<file path="src/rtl/uart_fifo_arbiter.sv">
// Arbitrates two byte requesters onto the UART FIFO write port and streams FIFO
// reads into a small valid/ready output buffer that absorbs the registered read latency.
module uart_fifo_arbiter #(
  parameter int DEPTH      = 256,
  parameter int RD_LAT     = 2,
  parameter int OBUF_DEPTH = 4
) (
  input  logic                         CLK,
  input  logic                         RESET,
  input  logic                         req0_valid,
  input  logic [7:0]                   req0_data,
  output logic                         req0_ready,
  input  logic                         req1_valid,
  input  logic [7:0]                   req1_data,
  output logic                         req1_ready,
  output logic                         rd_valid,
  output logic [7:0]                   rd_data,
  input  logic                         rd_ready,
  output logic                         fifo_wrb,
  output logic [7:0]                   fifo_di,
  output logic                         fifo_rdb,
  input  logic [7:0]                   fifo_do,
  output logic                         fifo_resetn,
  input  logic [7:0]                   level,
  output logic [$clog2(DEPTH+1)-1:0]   occ,
  output logic                         level_hit
);

  localparam int OCC_W = $clog2(DEPTH + 1);
  localparam int CNT_W = $clog2(OBUF_DEPTH + 1);
  localparam int PTR_W = (OBUF_DEPTH > 1) ? $clog2(OBUF_DEPTH) : 1;
  localparam logic [OCC_W-1:0] OCC_FULL = OCC_W'(DEPTH);
  localparam logic [CNT_W:0]   OBUF_LIM = (CNT_W + 1)'(OBUF_DEPTH);
  localparam logic [CNT_W-1:0] OBUF_MAX = CNT_W'(OBUF_DEPTH);
  localparam logic [PTR_W-1:0] PTR_LAST = PTR_W'(OBUF_DEPTH - 1);

  logic             rst_dly_reg;
  logic             last_grant_reg, last_grant_next;
  logic [OCC_W-1:0] occ_reg, occ_next;
  logic [OCC_W-1:0] avail_reg, avail_next;
  logic [CNT_W-1:0] inflight_reg, inflight_next;
  logic [CNT_W-1:0] buf_count_reg, buf_count_next;
  logic [PTR_W-1:0] wr_ptr_reg, wr_ptr_next;
  logic [PTR_W-1:0] rd_ptr_reg, rd_ptr_next;
  logic [7:0]       buf_mem [OBUF_DEPTH];
  logic             fifo_wrb_reg, fifo_rdb_reg;
  logic [7:0]       fifo_di_reg;
  logic [RD_LAT:1]  tag_reg, tag_next;

  logic             eligible, grant0, grant1, accept, issue, push, pop;
  logic [7:0]       accept_data;
  logic [CNT_W:0]   committed;

  always_comb begin
    eligible    = !RESET && (occ_reg < OCC_FULL);
    grant0      = eligible && req0_valid && (!req1_valid || last_grant_reg);
    grant1      = eligible && req1_valid && (!req0_valid || !last_grant_reg);
    accept      = grant0 || grant1;
    accept_data = grant1 ? req1_data : req0_data;
    pop         = (buf_count_reg != '0) && rd_ready;
    push        = tag_reg[RD_LAT];
    // A pop this cycle frees a slot before any new read can land, so it is
    // credited here; without that credit the stream stalls one cycle in five.
    committed   = {1'b0, inflight_reg} + {1'b0, buf_count_reg} - (CNT_W + 1)'(pop);
    issue       = !RESET && (avail_reg != '0) && (committed < OBUF_LIM);
  end

  // Read-tag pipeline: bit k is high k cycles after the read strobe.
  assign tag_next[1] = !fifo_rdb_reg;
  for (genvar gi = 2; gi <= RD_LAT; gi++) begin : g_tag
    assign tag_next[gi] = tag_reg[gi-1];
  end

  always_comb begin
    occ_next = occ_reg;
    case ({accept, issue})
      2'b10:   occ_next = occ_reg + OCC_W'(1);
      2'b01:   occ_next = occ_reg - OCC_W'(1);
      default: occ_next = occ_reg;
    endcase
    avail_next      = avail_reg + OCC_W'(!fifo_wrb_reg) - OCC_W'(issue);
    inflight_next   = inflight_reg + CNT_W'(issue) - CNT_W'(push);
    buf_count_next  = buf_count_reg + CNT_W'(push) - CNT_W'(pop);
    wr_ptr_next     = wr_ptr_reg;
    rd_ptr_next     = rd_ptr_reg;
    if (push) wr_ptr_next = (wr_ptr_reg == PTR_LAST) ? '0 : wr_ptr_reg + PTR_W'(1);
    if (pop)  rd_ptr_next = (rd_ptr_reg == PTR_LAST) ? '0 : rd_ptr_reg + PTR_W'(1);
    last_grant_next = last_grant_reg;
    if (grant1)      last_grant_next = 1'b1;
    else if (grant0) last_grant_next = 1'b0;
  end

  always_ff @(posedge CLK) begin
    rst_dly_reg <= RESET;
    if (RESET) begin
      last_grant_reg <= 1'b1;
      occ_reg        <= '0;
      avail_reg      <= '0;
      inflight_reg   <= '0;
      buf_count_reg  <= '0;
      wr_ptr_reg     <= '0;
      rd_ptr_reg     <= '0;
      fifo_wrb_reg   <= 1'b1;
      fifo_rdb_reg   <= 1'b1;
      fifo_di_reg    <= 8'h00;
      tag_reg        <= '0;
    end else begin
      last_grant_reg <= last_grant_next;
      occ_reg        <= occ_next;
      avail_reg      <= avail_next;
      inflight_reg   <= inflight_next;
      buf_count_reg  <= buf_count_next;
      wr_ptr_reg     <= wr_ptr_next;
      rd_ptr_reg     <= rd_ptr_next;
      fifo_wrb_reg   <= !accept;
      fifo_rdb_reg   <= !issue;
      tag_reg        <= tag_next;
      if (accept) fifo_di_reg <= accept_data;
    end
  end

  always_ff @(posedge CLK) begin
    if (push) buf_mem[wr_ptr_reg] <= fifo_do;
  end

  assign req0_ready  = grant0;
  assign req1_ready  = grant1;
  assign rd_valid    = (buf_count_reg != '0);
  assign rd_data     = rd_valid ? buf_mem[rd_ptr_reg] : 8'h00;
  assign fifo_wrb    = fifo_wrb_reg;
  assign fifo_di     = fifo_di_reg;
  assign fifo_rdb    = fifo_rdb_reg;
  assign fifo_resetn = !(RESET || rst_dly_reg);
  assign occ         = occ_reg;
  assign level_hit   = (occ_reg >= OCC_W'(level));

  a_obuf_overflow: assert property (@(posedge CLK) disable iff (RESET)
    !(push && !pop && buf_count_reg == OBUF_MAX));
  a_inflight_underflow: assert property (@(posedge CLK) disable iff (RESET)
    !(push && inflight_reg == '0));
  a_avail_bound: assert property (@(posedge CLK) disable iff (RESET)
    (avail_reg <= occ_reg) && (occ_reg <= OCC_FULL));

endmodule
</file>
<file path="config.mk">
export PLATFORM = sky130hd
export DESIGN_NAME = uart_fifo_arbiter
export DESIGN_NICKNAME = d
export VERILOG_FILES = /design/src/rtl/uart_fifo_arbiter.sv
export SDC_FILE = /design/constraint.sdc
export NUM_CORES = 1
export LEC_CHECK = 0
export CORE_MARGIN = 3
export CORE_UTILIZATION = 53
export DETAILED_ROUTE_END_ITERATION = 6
export GPL_TIMING_DRIVEN = 0
export PLACE_DENSITY_LB_ADDON = 0.05
export SKIP_CTS_REPAIR_TIMING = 1
export SYNTH_ARGS = -nofsm -noshare
export SYNTH_HDL_FRONTEND = slang
export SYNTH_SLANG_ARGS = --single-unit
</file>
<file path="constraint.sdc">
create_clock -name CLK -period 5.4 [get_ports CLK]
set_input_delay 0.81 -clock CLK [delete_from_list [all_inputs] [get_ports CLK]]
set_output_delay 0.81 -clock CLK [all_outputs]
set_load 0.02 [all_outputs]
</file>
==> results of run 1 <==
==> worst paths after layout <==
path	startpoint	end	slack (ps)	cells past startpoint
min	fifo_rdb	tag_reg[1]	430	1
min reg2reg	fifo_rdb	tag_reg[1]	430	1
max reg2reg	buf_count_reg[1]	occ[8]	950	15
max	rd_ready	occ[8]	520	15
==> power by group <==
part / switching [mW] / internal (mW)
clock network: 0.228 / 0.174
registers: 0.0739 / 0.698
logic: 0.695 / 0.620
total: 0.997 / 1.49
==> Yosys cell counts (4+ instances only) <==
library cell / instances / area, sq um
nor2_1: 48 / 180
dfxtp_1: 44 / 881
ha_1: 39 / 488
inv_1: 33 / 124
edfxtp_1: 32 / 961
nand2_1: 29 / 109
a21oi_1: 15 / 75.1
and2_1: 13 / 81.3
o21ai_0: 10 / 50.1
xnor2_1: 10 / 87.6
clkbuf_1: 9 / 33.8
a311oi_1: 8 / 70.1
mux4_2: 8 / 180
nor2b_1: 8 / 50.1
nand3_1: 6 / 30.0
mux2i_1: 5 / 50.1
a21o_1: 4 / 30.0
fa_1: 4 / 80.1
nand2b_1: 4 / 25.0
nor3_1: 4 / 20.0
xor2_1: 4 / 35.0
==> through the flow <==
| step | setup WS, ps | hold slack [ps] | cell area (sq um) |
|---|---|---|---|
| final | 518 | 431 | 4960 |
| after global routing | 201 | 441 | 4960 |
| after floorplan | 1130 | 414 | 3980 |
| after detailed placement | 142 | 402 | 4780 |
| after CTS | 523 | 429 | 4960 |
| after global placement | 238 | 406 | 4780 |
==> cell type report <==
class | count | share of cell area
Inverter | 33 | 0.0250
Buffer | 12 | 0.00958
Timing Repair Buffer | 68 | 0.137
Clock buffer | 9 | 0.0250
Tap cell | 96 | 0.0242
Clock inverter | 7 | 0.0121
Sequential cell | 76 | 0.371
Multi-Input combinational cell | 258 | 0.396
==> routing by layer <==
layer	up-vias	part of all wire	global-route usage
met5	-	0	0
met4	0	0.016	0.0696
met3	12	0.055	0.0406
met2	70	0.46	0.314
met1	1349	0.47	0.246
li1	1491	-	-
==> worst max-delay path, stage by stage <==
cell and delay, ps:
clkdlybuf4s50_1 540, nand2_1 170, or2_2 310, ha_1 280
and4b_1 220, a211oi_4 330, mux2i_1 150, a31oi_2 260
inv_1 80, ha_1 350, ha_1 330, or4_1 530
o22ai_1 190, mux2i_1 230, mux2_2 340
==> cells by family (layout without fill, tap and decap cells) <==
kind of cell               after synthesis  in the layout  synth area share
muxes                                   14             14            0.0607
xor gates and xnor gates                14             14            0.0308
and+or+nand+nor                        131            131             0.161
DFF                                     76             76             0.463
buffers and inverters                   45            129            0.0431
adders and majority gates               43             43             0.143
AOI/OAI and AO/OA                       56             56            0.0982
==> metrics.txt, run 1 <==
outcome completed; Largest register FFs 32; Final Hold Fails 0; Min Clock Period, post-route a little under 5000 ps; final setup TNS 0 ps; Num CTS Buffers 9; root buffer cell clkbuf_8; WS Path Type primary input to flop; Max Cap Viol 0; Final HPWL DP roughly 5700 microns; CP Capture Type flop; crit-path max FO 10; H-tree lvl count 3; TritonCTS clock tree yes; global-route wire length before repair 13000 microns; fin nets 538; Vias/cell between 5 and 6; Total Wirelength around 7600 microns; CTS max path bufs 2; initial DRC count between 100 and 150; Final Cycle Share 0.904; Max Fclk a little over 200 MHz; commonest non-fill, non-tap cells in the layout clkdlybuf4s50_1, nor2_1, dfxtp_1; die area around 8600 sq um; synthesis-stage register bit count 76; async set-reset flop share out of synthesis 0; largest net degree at the start of global routing 16; Detail Route Antenna Nets 0; Pwr per Cell Area about 500 nW/um^2; Clock Sinks 76; post-DR wirelength/cell between 10 and 15 microns; Mapped Avg Cell Area 10.5 sq um; Core Area 7020 sq um; register area share after synthesis 0.463; clk_skew 6.93 ps; GPL Wtd Cong roughly 0.88; Seq. cell area ~1800 sq um; vias in the first global route ~2800; Multi-input gate area about 2000 sq um; grt ovf 0; Filler Cells Inserted about 540; syn nets between 400 and 500; synth warn 0; Post-Synthesis Cell Area slightly below 4000 sq um; clock insertion delay at the later pin of the skew report around 350 ps; Final Max Slew Viols 0; total number of vias 2922; die width about 93 microns; Arr. time, crit path about 5100 ps; Die H ~93 microns; Clock transition at path regs ~80 ps; Tightest Pin Transition just over 600 ps; Pleak 2.01 nW; Final Power 2.49 mW; fin cells ~560; ys flop type dfxtp_1; startpoint types primary input; Req. time, crit path about 5600 ps; overall routing resource usage 0.190; RSZ-0062 raised after global routing false; share of post-route cells with drive strength above 1 0.0734; commonest non-fill, non-tap cell in the layout clkdlybuf4s50_1; DRC Markers 0; io pins 69; Slew HR 0.598; placed cells 543; Hold Path Class flop to flop; initial antenna violation count 0; Final setup viols 0; area growth from synthesis to layout 24.8%; Starting Density 0.567; Rows 30; EDFF count, synth 32; PortBufs between 60 and 70; Post-Syn Instances approximately 380; Max VDD drop about 0.3 mV; fin util 0.707; synth unique cells 50; drt pass-1 iters 4; antenna diode count 0
Power figures use the tool's default switching activity.
==> run 2, diff against run 1 <==
- CORE_UTILIZATION: 53 -> 55
- CTS_BUF_LIST: not set -> sky130_fd_sc_hd__clkbuf_4 sky130_fd_sc_hd__clkbuf_8
==> run 2 against run 1 <==
  * Total power grew 4.3%
  * Largest power group unchanged
  * Worst hold slack lost 11 ps
  * Worst setup slack lost 91 ps
  * Critical path depth is the same
  * Global-route usage grew 1.5 points
  * Cell count is the same
  * Wire length grew 4.8%
==> metrics.txt, run 2 (synthesis gave the netlist of run 1 again) <==
Final Hold Fails 0 (unchanged); final setup TNS 0 ps (unchanged); PortBufs 68 (unchanged); Pwr per Cell Area 518 nW/um^2 (+3.3%); total number of vias 2921 (-0.034%); overall routing resource usage 0.205 (+0.0145); initial antenna violation count 0 (unchanged); Hold Path Class flop to flop; Die H 91.0 microns (-1.7%); Slew HR 0.587 (-0.0105); commonest non-fill, non-tap cells in the layout clkdlybuf4s50_1, nor2_1, dfxtp_1; Arr. time, crit path 5200 ps (+80 ps); die width 91.0 microns (-1.7%); Min Clock Period, post-route 4970 ps (+91.0 ps); largest net degree at the start of global routing 16 (unchanged); global-route wire length before repair 13600 microns (+4.7%); TritonCTS clock tree yes; Final setup viols 0 (unchanged); initial DRC count 114 (-16%); clock insertion delay at the later pin of the skew report 340 ps (about the same); vias in the first global route 2936 (+4.2%); Clock Sinks 76 (unchanged); Num CTS Buffers 9 (unchanged); die area 8290 sq um (-3.4%); area growth from synthesis to layout 25.9%; post-DR wirelength/cell 14.3 microns (+4.8%); Detail Route Antenna Nets 0 (unchanged); Max VDD drop 0.320 mV (+5.7%); drt pass-1 iters 4 (unchanged); Vias/cell 5.23 (about the same); antenna diode count 0 (unchanged); clk_skew 8.05 ps (+1.12 ps); Filler Cells Inserted 540 (-0.55%); io pins 69 (unchanged); Final Max Slew Viols 0 (unchanged); Largest register FFs 32 (unchanged); Clock transition at path regs 80 ps (about the same); startpoint types primary input; Core Area 6910 sq um (-1.6%); Seq. cell area 1840 sq um (unchanged); crit-path max FO 10 (unchanged); WS Path Type primary input to flop; commonest non-fill, non-tap cell in the layout clkdlybuf4s50_1; DRC Markers 0 (unchanged); CP Capture Type flop; fin nets 538 (unchanged); Max Cap Viol 0 (unchanged); fin util 0.725 (+0.0180); RSZ-0062 raised after global routing false; Post-DP Area 4780 sq um (unchanged); Pleak 2.04 nW (+1.4%); outcome completed; CTS max path bufs 2 (unchanged); Tightest Pin Transition 619 ps (+15.7 ps); Final Cycle Share 0.921 (+0.0168); Final Cell Area 5010 sq um (+0.91%); Total Wirelength 8010 microns (+4.8%); Multi-input gate area 1960 sq um (unchanged); grt ovf 0 (unchanged); root buffer cell clkbuf_8; Max Fclk 201 MHz (-1.8%); H-tree lvl count 3 (unchanged); Final HPWL DP 5920 microns (+4.0%); GPL Wtd Cong 0.825 (-6.1%); Rows 30 (unchanged); Req. time, crit path 5630 ps (about the same); Starting Density 0.576 (+0.00924); share of post-route cells with drive strength above 1 0.0734 (unchanged)
[run 2: changes by cell type in the layout (fill, tap and decap cells not counted), sizes merged]
cell | previous run | this run
bufinv | 0 | 2
clkinvlp | 3 | 1
clkinv | 1 | 0
inv | 36 | 37
[run 2: area by class of cell]
| class | count | area share |
|---|---|---|
| multi-input combinational | 258 | 0.392 |
| sequential | 76 | 0.368 |
| timing repair buffer | 68 | 0.136 |
| clock buffer | 9 | 0.0247 |
| inverter | 33 | 0.0247 |
| tap | 96 | 0.0240 |
| clock inverter | 7 | 0.0210 |
| buffer | 12 | 0.00950 |
[run 2: final timing paths]
kind                          from          to  slack (ps)  depth (start not counted)
setup / recovery          rd_ready      occ[8]         430                         15
hold / removal            fifo_rdb  tag_reg[1]         420                          1
setup reg to reg  buf_count_reg[1]      occ[8]         880                         15
hold reg to reg           fifo_rdb  tag_reg[1]         420                          1
[run 2: power breakdown]
| group | switching [mW] | total [mW] | internal [mW] |
|---|---|---|---|
| Combinational | 0.710 | 1.33 | 0.620 |
| Sequential | 0.0778 | 0.776 | 0.699 |
| Clock | 0.221 | 0.489 | 0.268 |
| Total | 1.01 | 2.60 | 1.59 |
[run 2: worst max-delay path, cell delays in order]
cell             delay, ps
clkdlybuf4s50_1        540
nand2_1                180
or2_2                  320
ha_1                   280
and4b_1                220
a211oi_4               320
mux2i_1                160
a31oi_2                280
inv_1                   80
ha_1                   350
ha_1                   330
or4_1                  540
o22ai_1                220
mux2i_1                230
mux2_2                 340
[run 2: per-stage QoR]
| stage | worst slack (ps) | cells | hold slack [ps] | total power [mW] |
|---|---|---|---|---|
| after floorplan | 1130 | 379 | 414 | 1.72 |
| after global routing | 256 | 559 | 448 | 2.80 |
| after global placement | 218 | 543 | 396 | 2.07 |
| after detailed placement | 134 | 543 | 409 | 2.11 |
| final | 427 | 559 | 420 | 2.60 |
| after CTS | 491 | 559 | 427 | 2.61 |
[run 2: per-layer routing]
layer  GRT usage  share of wire
met1       0.260           0.46
met2       0.341           0.48
met3      0.0439          0.047
met4      0.0804          0.012
met5           0              0
==> run 3, diff against run 2 <==
- HOLD_SLACK_MARGIN: not set -> 0.1
==> results of run 3 <==
No change in the layout: final DEF, timing and power equal those of run 2.
